==> config.mk <==
export PLATFORM = sky130hd
export DESIGN_NAME = gen_tick_multi
export DESIGN_NICKNAME = d
export VERILOG_FILES = /design/src/rtl/gen_tick_multi.sv
export SDC_FILE = /design/constraint.sdc
export NUM_CORES = 1
export LEC_CHECK = 0
export CAP_MARGIN = 10
export CORE_ASPECT_RATIO = 0.8
export CORE_UTILIZATION = 50
export CTS_CLUSTER_DIAMETER = 150
export DETAILED_ROUTE_END_ITERATION = 16
export MAX_ROUTING_LAYER = met4
export PLACE_DENSITY = 0.74
export SYNTH_ARGS = -nofsm -noshare
export SYNTH_HDL_FRONTEND = slang
export SYNTH_SLANG_ARGS = --single-unit
==> constraint.sdc <==
create_clock -name src_clk -period 10.88 [get_ports src_clk]
set_input_delay 1.088 -clock src_clk [delete_from_list [all_inputs] [get_ports src_clk]]
set_output_delay 1.088 -clock src_clk [all_outputs]
set_load 0.05 [all_outputs]
==> src/rtl/gen_tick_multi.sv <==
// gen_tick_multi: NUM_CH independent tick dividers with shadowed, glitch-free divisor updates.
// Optional per-channel 16-bit event counters are built when GEN_TICK_EVCNT_EN is defined.
module gen_tick_multi #(
    parameter int NUM_CH    = 4,
    parameter int CNT_W     = 32,
    parameter int SRC_FREQ  = 5000,
    parameter int TICK_FREQ = 1
) (
    input  logic                 src_clk,
    input  logic                 rst_n,
    input  logic [NUM_CH-1:0]    enable,
    input  logic [NUM_CH-1:0]    mode,
    input  logic                 cfg_we,
    input  logic [3:0]           cfg_ch,
    input  logic [CNT_W-1:0]     cfg_div,
    output logic [NUM_CH-1:0]    cfg_pend,
    output logic [NUM_CH-1:0]    tick,
    output logic [NUM_CH*16-1:0] ev_cnt
);

    localparam logic [CNT_W-1:0] DEF_DIV  = CNT_W'(SRC_FREQ / TICK_FREQ);
    localparam logic [CNT_W-1:0] ZERO_DIV = {CNT_W{1'b0}};
    localparam logic [CNT_W-1:0] ONE_DIV  = {{(CNT_W-1){1'b0}}, 1'b1};

    for (genvar i = 0; i < NUM_CH; i++) begin : g_ch
        logic [CNT_W-1:0] cnt_q, cnt_d;
        logic [CNT_W-1:0] div_q, div_d;
        logic [CNT_W-1:0] shd_q, shd_d;
        logic             pend_q, pend_d;
        logic             tick_q, tick_d;
        logic             mode_q;
        logic             run_s, ev_s, wr_s, apply_s;

        // Indices at or above NUM_CH never match any channel, so such writes are dropped.
        assign wr_s    = cfg_we && (cfg_ch == 4'(i));
        assign run_s   = enable[i] && (div_q != ZERO_DIV);
        assign ev_s    = run_s && (cnt_q == (div_q - ONE_DIV));
        assign apply_s = pend_q && (!run_s || ev_s);

        // Next-state for counter, divisor pair, pending flag and tick.
        always_comb begin
            cnt_d  = cnt_q;
            div_d  = div_q;
            shd_d  = shd_q;
            pend_d = pend_q;
            tick_d = tick_q;

            if (!run_s || ev_s) begin
                cnt_d = ZERO_DIV;
            end else begin
                cnt_d = cnt_q + ONE_DIV;
            end

            if (apply_s) begin
                div_d = shd_q;
            end else begin
                div_d = div_q;
            end

            // A write on an apply edge lands in the shadow and keeps the flag raised.
            if (wr_s) begin
                shd_d  = cfg_div;
                pend_d = 1'b1;
            end else if (apply_s) begin
                pend_d = 1'b0;
            end else begin
                pend_d = pend_q;
            end

            if (!run_s || (mode[i] != mode_q)) begin
                tick_d = 1'b0;
            end else if (mode[i]) begin
                tick_d = ev_s;
            end else begin
                tick_d = tick_q ^ ev_s;
            end
        end

        // Channel state registers.
        always_ff @(posedge src_clk or negedge rst_n) begin
            if (!rst_n) begin
                cnt_q  <= ZERO_DIV;
                div_q  <= DEF_DIV;
                shd_q  <= DEF_DIV;
                pend_q <= 1'b0;
                tick_q <= 1'b0;
                mode_q <= 1'b0;
            end else begin
                cnt_q  <= cnt_d;
                div_q  <= div_d;
                shd_q  <= shd_d;
                pend_q <= pend_d;
                tick_q <= tick_d;
                mode_q <= mode[i];
            end
        end

        assign tick[i]     = tick_q;
        assign cfg_pend[i] = pend_q;

`ifdef GEN_TICK_EVCNT_EN
        logic [15:0] ev_q, ev_d;

        // Event counter next-state: wraps naturally at 16 bits.
        always_comb begin
            ev_d = ev_q;
            if (!enable[i]) begin
                ev_d = 16'h0000;
            end else if (ev_s) begin
                ev_d = ev_q + 16'h0001;
            end else begin
                ev_d = ev_q;
            end
        end

        // Event counter register.
        always_ff @(posedge src_clk or negedge rst_n) begin
            if (!rst_n) begin
                ev_q <= 16'h0000;
            end else begin
                ev_q <= ev_d;
            end
        end

        assign ev_cnt[16*i +: 16] = ev_q;
`else
        assign ev_cnt[16*i +: 16] = 16'h0000;
`endif
    end

endmodule

==> flow_summary.yaml, run 1 <==
run_status:
  status: "finished, violations left"
  failed_checks: "antenna rules"
synthesis:
  syn_area_um2: 21670
  synth_xor_area_frac: 0.1120
  avgSynthCellArea_um2: 10.71
  synth_compound_area_frac: 0.04480
  synthCells: 2023
  synth_top_family_by_area: "simple AND/OR/NAND/NOR gates"
  synth_mux_area_frac: 0.1455
  ys_seq_elements: 396
  synthSimpleGateAreaFrac: 0.1800
  ys_seq_area_frac: 0.4596
  ys_types: 80
  ys.flop_type: "dfrtp_1"
  synth-edff-count: 0
  ys_async_sr_fraction: 1.000
  synth_fa_ha_area_frac: 0.006928
  ys_warn_count: 0
global_routing:
  grt.overflow.total: 0
  grtUsageMet1: 0.3282
  grt_pass1_wl_mm: 80.87
  antenna_found_initial: 3
  grt_usage: 0.2338
  grtUsageMet2: 0.3557
  grt_pass1_vias: 15070
  top_usage_layer: "met2"
  grt_max_degree: 184
  use_met3: 0.04263
layout:
  post-route-util: 0.5625
  synthToLayoutAreaGrowth_pct: 9.879
  drive_gt1_frac: 0.1709
  nets: 2087
timing:
  period_needed_ns: 4.816
  finalSetupTns_ns: 0
  rsz0062_at_grt: "no"
  clock-skew-final_ns: 0.01721
  worst_pin_slew_ns: 1.145
  slew_headroom: 0.2368
  setup_viol: 0
  clock.fmax_mhz: 207.6
  drv_slew: 0
  timing.final.crit_share: 0.4427
  setup_slack_ns: 6.064
  hold_viol_final: 0
cts:
  tritoncts: "yes"
  clock_latency_ns: 0.55
  cts_buffer_depth: 3
  postCtsHoldBufs: 0
  root_buffer: "clkbuf_16"
  htree_num_levels: 2
  clk_pin_slew_worst_paths_ns: 0.06
  cts.sinks: 396
  cts_buffers: 40
  cts_resized: 0
  cts_setup_buffers: 0
drt:
  drt_iter0_markers: 1052
  vias: 15170
  avgViaCountPerCell: 5.796
  wl_per_cell_um: 19.00
  ant_nets: 1
  dr.pass1.iters: 5
  drc: 0
  routed_wl_mm: 49.73
hold_path:
  min_path_type: "flip-flop to flip-flop"
  min_delay_path_depth: 1
  min_to: "g_ch[3].div_q[25]"
  min_from: "g_ch[3].shd_q[25]"
floorplan:
  start_util: 0.5119
  ioPinCount: 119
  die-width_um: 234.8
  dieArea_um2: 44180
  die_y_um: 188.2
  core-area_um2: 42330
  rows: 67
critical_path:
  reg2reg_depth: 12
  crit_fanout: 34
  cp.required_ns: 11.29
  r2r_end: "g_ch[3].div_q[4]"
  end_kind: "flip-flop"
  crit_path_start_kind: "flip-flop"
  crit_type: "flip-flop to flip-flop"
  critPathArrivalTime_ns: 5.23
  startpoint: "g_ch[3].div_q[0]"
  r2r-start: "g_ch[3].div_q[0]"
  rrSetupSlack_ns: 6.06
job:
  drv_cap: 0
power_and_ir_drop:
  leakage_nw: 10.19
  powerDensity_nw_per_um2: 224.9
  irDropWorstVdd_mv: 0.1572
  design_power_total_mw: 5.356
placed_design:
  dp.final_hpwl_mm: 35.25
  gp_congestion: 0.9004
  port_buffers: 54
  dp_worst_setup_slack_ns: 6.088
## how the worst max path moves through the flow
stage | endpoint | slack, ns | cells after the start
after floorplan | g_ch[2].div_q[10] | 7.42 | 13
after global placement | g_ch[3].div_q[6] | 6.25 | 12
after detailed placement | g_ch[3].div_q[15] | 6.09 | 12
after CTS | g_ch[3].div_q[15] | 6.09 | 12
after global routing | g_ch[3].div_q[11] | 5.62 | 12
final | g_ch[3].div_q[4] | 6.06 | 12
## cells by family (layout without fill, tap and decap cells)
group,Yosys count,in the layout
AND/OR/NAND/NOR,725,725
flip-flops,396,396
XOR/XNOR,277,277
multiplexers,271,271
buffers and inverters,206,180
AO/OA/AOI/OAI,135,135
adder cells (fa/ha/maj),12,12
other,1,69
## final cells by class
type,count,area (um2)
clock buffer,54,1145
clock inverter,20,306.5
multi-input combinational,1484,10870
tap,552,690.7
sequential,396,9960
inverter,38,142.6
timing repair buffer,68,683.2
antenna,5,12.51
fill,3586,18520
## cell usage after synthesis (15+ instances only)
master | number | area (um2)
dfrtp_1 | 356 | 8909
nor2_1 | 184 | 690.7
mux2_2 | 166 | 1869
xnor2_1 | 147 | 1287
xor2_1 | 130 | 1139
nor3_1 | 92 | 460.4
nand2_1 | 90 | 337.8
nand3_1 | 82 | 410.4
buf_4 | 77 | 578.1
mux2_1 | 66 | 743.2
clkbuf_1 | 64 | 240.2
nor4_1 | 51 | 319.1
nand4_1 | 43 | 269.0
dfstp_2 | 40 | 1051
inv_1 | 38 | 142.6
mux2_4 | 30 | 450.4
and3_1 | 29 | 181.4
or4_1 | 23 | 172.7
a21oi_1 | 21 | 105.1
o21ai_0 | 20 | 100.1
buf_2 | 17 | 85.08
nor2b_1 | 15 | 93.84
## critical path, stage by stage (launching register included)
cell and delay (ns):
dfrtp_1 0.44, inv_1 0.12, ha_1 0.20, nor3b_1 0.43, nand3_1 0.45, nor4_1 0.36, o211ai_1 0.11, a2111oi_0 0.52
o2111a_1 0.36, or2_1 0.88, nand2_1 0.11, buf_4 0.30, mux2_1 0.36
## power breakdown
| part | total (mW) | leakage (nW) | internal [mW] | switching (mW) |
|---|---|---|---|---|
| logic | 1.63 | 4.41 | 0.759 | 0.872 |
| clock network | 1.51 | 0.696 | 0.912 | 0.595 |
| registers | 2.22 | 5.08 | 1.81 | 0.409 |
| total | 5.36 | 10.2 | 3.48 | 1.88 |
## state kept, by name (all words and copies together) (netlist names)
signal and count:
g_ch.cnt_q 128, g_ch.div_q 128, g_ch.mode_q 4, g_ch.pend_q 4, g_ch.shd_q 128, g_ch.tick_q 4
## metrics by stage
step	cell area, um2	hold slack [ns]	cells
after floorplan	21910	0.4522	2086
after global placement	22320	0.4614	2537
after detailed placement	22320	0.4668	2537
after CTS	23770	0.4810	2611
after global routing	23800	0.5017	2612
final	23810	0.4772	2617
## layer usage
metal	vias up	share of wire
met5	-	0
met4	0	0.015
met3	64	0.062
met2	394	0.45
met1	7678	0.47
li1	7031	-
## cell usage in the layout (no fill, tap or decap), types with 23 or more instances in the layout
master | synthesis | final
and3_1 | 29 | 29
inv_1 | 38 | 38
xor2_1 | 130 | 130
dfstp_2 | 40 | 40
mux2_2 | 166 | 166
dfrtp_1 | 356 | 356
or4_1 | 23 | 23
nand4_1 | 43 | 43
nand2_1 | 90 | 90
clkbuf_16 | 0 | 41
xnor2_1 | 147 | 147
clkdlybuf4s50_1 | 0 | 53
nor3_1 | 92 | 91
mux2_1 | 66 | 66
conb_1 | 1 | 64
mux2_4 | 30 | 30
nor2_1 | 184 | 183
nand3_1 | 82 | 82
nor4_1 | 51 | 51
No activity file was read; power rests on OpenSTA's default activity.
==> run 2, diff against run 1 <==
==> constraint.sdc (replaced) <==
create_clock -name src_clk -period 4.9 [get_ports src_clk]
set_input_delay 0.49 -clock src_clk [delete_from_list [all_inputs] [get_ports src_clk]]
set_output_delay 0.49 -clock src_clk [all_outputs]
set_load 0.05 [all_outputs]
==> flow_summary.yaml, run 2 (synthesis gave the netlist of run 1 again) <==
run_status:
  status: "finished, violations left"
  failed_checks: "hold timing"
timing:
  drv_slew: 0
  setup_viol: 0
  worst_pin_slew_ns: 1.162
  timing.final.crit_share: 0.8300
  hold_ws_ns: -0.02464
  slew_headroom: 0.2180
  hold_viol_final: 7
  clock-skew-final_ns: 0.01262
  rsz0062_at_grt: "no"
  finalSetupTns_ns: 0
  clock.fmax_mhz: 245.9
  period_needed_ns: 4.067
cts:
  tritoncts: "yes"
  root_buffer: "clkbuf_16"
  cts_setup_buffers: 0
  cts_buffer_depth: 3
  postCtsHoldBufs: 0
  cts_buffers: 40
  cts_resized: 0
  htree_num_levels: 2
  cts.sinks: 396
  clk_pin_slew_worst_paths_ns: 0.06
  clock_latency_ns: 0.56
drt:
  drt_iter0_markers: 1229
  drc: 0
  dr.pass1.iters: 5
  avgViaCountPerCell: 5.788
  vias: 15180
  ant_nets: 0
  routed_wl_mm: 49.83
  wl_per_cell_um: 19.00
floorplan:
  start_util: 0.5119
  die-width_um: 234.8
  dieArea_um2: 44180
  ioPinCount: 119
  die_y_um: 188.2
  rows: 67
  core-area_um2: 42330
global_routing:
  grt_max_degree: 132
  grt.overflow.total: 0
  grt_pass1_wl_mm: 80.85
  antenna_found_initial: 8
  grt_pass1_vias: 15130
  grt_usage: 0.2344
layout:
  top_regs: "g_ch.cnt_q: 128 flops, g_ch.div_q: 128 flops, g_ch.shd_q: 128 flops"
  multi_input_area_um2: 10870
  final_cell_mix: "dfrtp_1 (356), nor2_1 (183), mux2_2 (166)"
  drive_gt1_frac: 0.1722
  design_area_um2: 23810
  n_fill_cell: 3550
  nets: 2094
  synthToLayoutAreaGrowth_pct: 9.890
  final_common_cell: "dfrtp_1"
  final-seq-area_um2: 9960
critical_path:
  cpMostUsedCell: "o21ai_0"
  cpPeakStageDelay_ns: 0.60
  slowest_stage: "or3b_2"
  end_kind: "flip-flop"
  crit_path_start_kind: "flip-flop"
  cp.required_ns: 5.34
  crit_fanout: 20
  critPathArrivalTime_ns: 4.50
  crit_type: "flip-flop to flip-flop"
  crit_chain: "inv_1, ha_1, or3b_2, o31ai_1, nand4b_1, o21ai_0, o21ai_0, or4_1, nor4b_4, nand2b_1, buf_4, nor2_1"
hold_path:
  min_path_type: "primary input to asynchronous set/reset pin"
placed_design:
  placed_area_um2: 22390
  port_buffers: 54
  dp.final_hpwl_mm: 35.65
  gp_congestion: 0.8915
power_and_ir_drop:
  powerDensity_nw_per_um2: 497.8
  leakage_nw: 10.22
  irDropWorstVdd_mv: 0.3285
job:
  drv_cap: 0
-- run 2: cell types whose count changed in the layout (fill, tap and decap cells not counted), sizes merged --
cell | previous run | this run
buf | 15 | 22
bufinv | 7 | 5
clkbuf | 54 | 61
clkinvlp | 5 | 1
diode | 5 | 4
inv | 41 | 40
-- run 2: critical path: cells and delay by family (launching register included) --
| kind | cells | cell delay (ns) |
|---|---|---|
| AO/OA/AOI/OAI | 3 | 0.59 |
| adder cells (fa/ha/maj) | 1 | 0.24 |
| buffers and inverters | 2 | 0.45 |
| flip-flops | 1 | 0.43 |
| AND/OR/NAND/NOR | 6 | 2.22 |
-- run 2: metal layers --
layer	share of wire	GRT usage	vias up
met5	0	-	-
met4	0.018	0.05972	0
met1	0.47	0.3218	7588
met3	0.075	0.05684	75
met2	0.44	0.3484	454
li1	-	-	7064
-- run 2: area by class of cell --
cell class | count | share of cell area
diodes | 4 | 0.0004203
clock buffers | 61 | 0.05086
clock inverters | 13 | 0.008406
inverters | 38 | 0.005990
multi-input cells | 1484 | 0.4565
flip-flops and latches | 396 | 0.4182
well taps | 552 | 0.02900
repair buffers | 75 | 0.03058
-- run 2: worst paths after layout --
path	start	to	slack [ns]	cells past startpoint
min	rst_n	g_ch[1].cnt_q[8]	-0.02	1
max	g_ch[1].div_q[0]	g_ch[1].cnt_q[2]	0.83	12
min reg2reg	g_ch[1].shd_q[4]	g_ch[1].div_q[4]	0.48	1
max in group asynchronous	rst_n	g_ch[0].cnt_q[7]	3.71	2
max reg2reg	g_ch[1].div_q[0]	g_ch[1].cnt_q[2]	0.83	12
min in group src_clk	mode[0]	g_ch[0].mode_q	0.46	1
-- run 2: report_power, final --
group	switching, mW	leakage (nW)	internal [mW]	total [mW]
clock network	1.29	0.694	1.97	3.27
logic	1.95	4.44	1.72	3.67
registers	0.904	5.08	4.01	4.92
total	4.15	10.2	7.71	11.9
-- run 2: per-stage QoR --
step | power, mW | cells | worst slack, ns | hold WS (ns) | utilization
2_1_floorplan | 7.559 | 2086 | 1.435 | 0.1944 | -
3_3_place_gp | 8.415 | 2545 | 0.9648 | 0.4606 | 0.5289
3_5_place_dp | 8.571 | 2545 | 0.8907 | 0.4653 | 0.5289
4_1_cts | 11.89 | 2619 | 0.8634 | 0.007864 | 0.5623
5_1_grt | 12.53 | 2622 | 0.6237 | 0.03461 | 0.5625
6_report | 11.86 | 2623 | 0.8330 | -0.02464 | 0.5625
==> run 3, diff against run 2 <==
--- a/config.mk
+++ b/config.mk
@@ -11,7 +11,7 @@
 export CTS_CLUSTER_DIAMETER = 150
 export DETAILED_ROUTE_END_ITERATION = 16
 export MAX_ROUTING_LAYER = met4
-export PLACE_DENSITY = 0.74
+export PLACE_DENSITY = 0.76
 export SYNTH_ARGS = -nofsm -noshare
 export SYNTH_HDL_FRONTEND = slang
 export SYNTH_SLANG_ARGS = --single-unit
==> constraint.sdc (replaced) <==
create_clock -name src_clk -period 3.6 [get_ports src_clk]
set_input_delay 0.36 -clock src_clk [delete_from_list [all_inputs] [get_ports src_clk]]
set_output_delay 0.36 -clock src_clk [all_outputs]
set_load 0.05 [all_outputs]
==> flow_summary.yaml, run 3 (synthesis gave the netlist of run 1 again) <==
power_and_ir_drop:
  irDropWorstVdd_mv: 0.4155
  leakage_nw: 10.52
  design_power_total_mw: 16.62
  powerDensity_nw_per_um2: 681.7
layout:
  instances_no_fill: 2674
  final_cell_mix: "dfrtp_1 (355), nor2_1 (183), mux2_2 (166)"
  nets: 2145
  final_common_cell: "dfrtp_1"
  design_area_um2: 24370
  drive_gt1_frac: 0.2004
  top_regs: "g_ch.cnt_q: 128 flops, g_ch.div_q: 128 flops, g_ch.shd_q: 128 flops"
  synthToLayoutAreaGrowth_pct: 12.47
cts:
  tritoncts: "yes"
  clock_latency_ns: 0.55
  cts_buffer_depth: 3
  cts.sinks: 396
  htree_num_levels: 2
  cts_buffers: 39
  root_buffer: "clkbuf_16"
  clk_pin_slew_worst_paths_ns: 0.07
drt:
  vias: 15430
  avgViaCountPerCell: 5.769
  drc: 0
  drt_iter0_markers: 1153
  ant_nets: 0
  dr.pass1.iters: 5
  wl_per_cell_um: 19.14
  routed_wl_mm: 51.18
hold_path:
  min_delay_path_depth: 1
  min_path_type: "primary input to flip-flop"
  min_to: "g_ch[2].mode_q"
  min_from: "mode[2]"
critical_path:
  r2r-start: "g_ch[2].div_q[25]"
  end_kind: "flip-flop"
  rrSetupSlack_ns: 0.13
  reg2reg_depth: 10
  crit_fanout: 32
  critPathArrivalTime_ns: 3.90
  cp.required_ns: 4.03
  crit_path_start_kind: "flip-flop"
  r2r_end: "g_ch[2].div_q[0]"
  crit_type: "flip-flop to flip-flop"
placed_design:
  place_inst: 2594
  placed_area_um2: 22850
  port_buffers: 54
  dp.final_hpwl_mm: 36.30
  gp_congestion: 0.9284
global_routing:
  antenna_found_initial: 6
  grt_max_degree: 93
  grt_pass1_wl_mm: 82.62
  grt_usage: 0.2396
  grt.overflow.total: 0
  grt_pass1_vias: 15350
timing:
  hold_ws_ns: 0.3329
  hold_viol_final: 0
  timing.final.crit_share: 0.9629
  finalSetupTns_ns: 0
  rsz0062_at_grt: "no"
  drv_slew: 0
  clock.fmax_mhz: 288.5
  clock-skew-final_ns: 0.01420
  setup_viol: 0
  period_needed_ns: 3.467
  slew_headroom: 0.5059
  worst_pin_slew_ns: 0.7412
floorplan:
  ioPinCount: 119
  dieArea_um2: 44180
  rows: 67
  core-area_um2: 42330
  die_y_um: 188.2
  die-width_um: 234.8
  start_util: 0.5119
run_status:
  status: "completed"
job:
  drv_cap: 0
## run 3: cell count changes in the layout (fill, tap and decap cells not counted), sizes merged, moves of 2 or more
cell and delta:
buf +51, clkbuf -8, clkinv +5, diode +2, inv -2
## run 3: stage by stage
step	util	setup WS, ns
after floorplan	-	0.1355
after global placement	0.5397	-0.05150
after detailed placement	0.5397	-0.2168
after CTS	0.5730	0.01873
after global routing	0.5754	0.001541
final	0.5757	0.1335
## run 3: how the worst max path moves through the flow
stage | to | from | cells after the start | slack [ns]
4_1_cts | g_ch[0].div_q[20] | g_ch[0].div_q[1] | 11 | 0.02
5_1_grt | g_ch[0].div_q[17] | g_ch[0].div_q[5] | 11 | 0.002
6_report | g_ch[2].div_q[0] | g_ch[2].div_q[25] | 10 | 0.13
3_3_place_gp | g_ch[3].div_q[4] | g_ch[3].div_q[0] | 12 | -0.05
3_5_place_dp | g_ch[3].div_q[6] | g_ch[3].div_q[0] | 12 | -0.22
2_1_floorplan | g_ch[2].div_q[10] | g_ch[2].div_q[0] | 13 | 0.14
## run 3: timing repair
item / CTS / global route
pin swaps: 0 / 4
hold endpoints to repair: 70 / 0
gates cloned: 0 / 0
resized for setup: 2 / 18
hold buffers: 1 / 0
setup buffers: 0 / 2
endpoints found under the setup margin: 35 / 214
## run 3: layout make-up
class | instances | area, um2
clock inverters | 18 | 252.7
fillers | 3478 | 17960
diodes | 6 | 15.01
well taps | 552 | 690.7
clock buffers | 53 | 1141
repair buffers | 127 | 1209
flip-flops and latches | 396 | 9961
inverters | 38 | 142.6
multi-input cells | 1484 | 10960
## run 3: worst max-delay path: stages (launching register included)
cell	delay [ns]
dfrtp_1	0.43
or3_1	0.44
or4_1	0.50
or4b_1	0.53
a211oi_1	0.25
o2111ai_1	0.12
and4bb_1	0.29
or2_1	0.16
nand2_4	0.07
buf_12	0.20
mux2_1	0.34
## run 3: routing by layer
metal | wire length [um] | global-route usage
met1 | 23960 | 0.3352
met5 | 0 | -
met2 | 23270 | 0.3697
met3 | 3097 | 0.03633
met4 | 856 | 0.05263
## run 3: report_power, final
part	total, mW	switching (mW)	internal [mW]
Sequential	6.63	1.16	5.47
Combinational	5.56	2.88	2.68
Clock	4.43	1.77	2.66
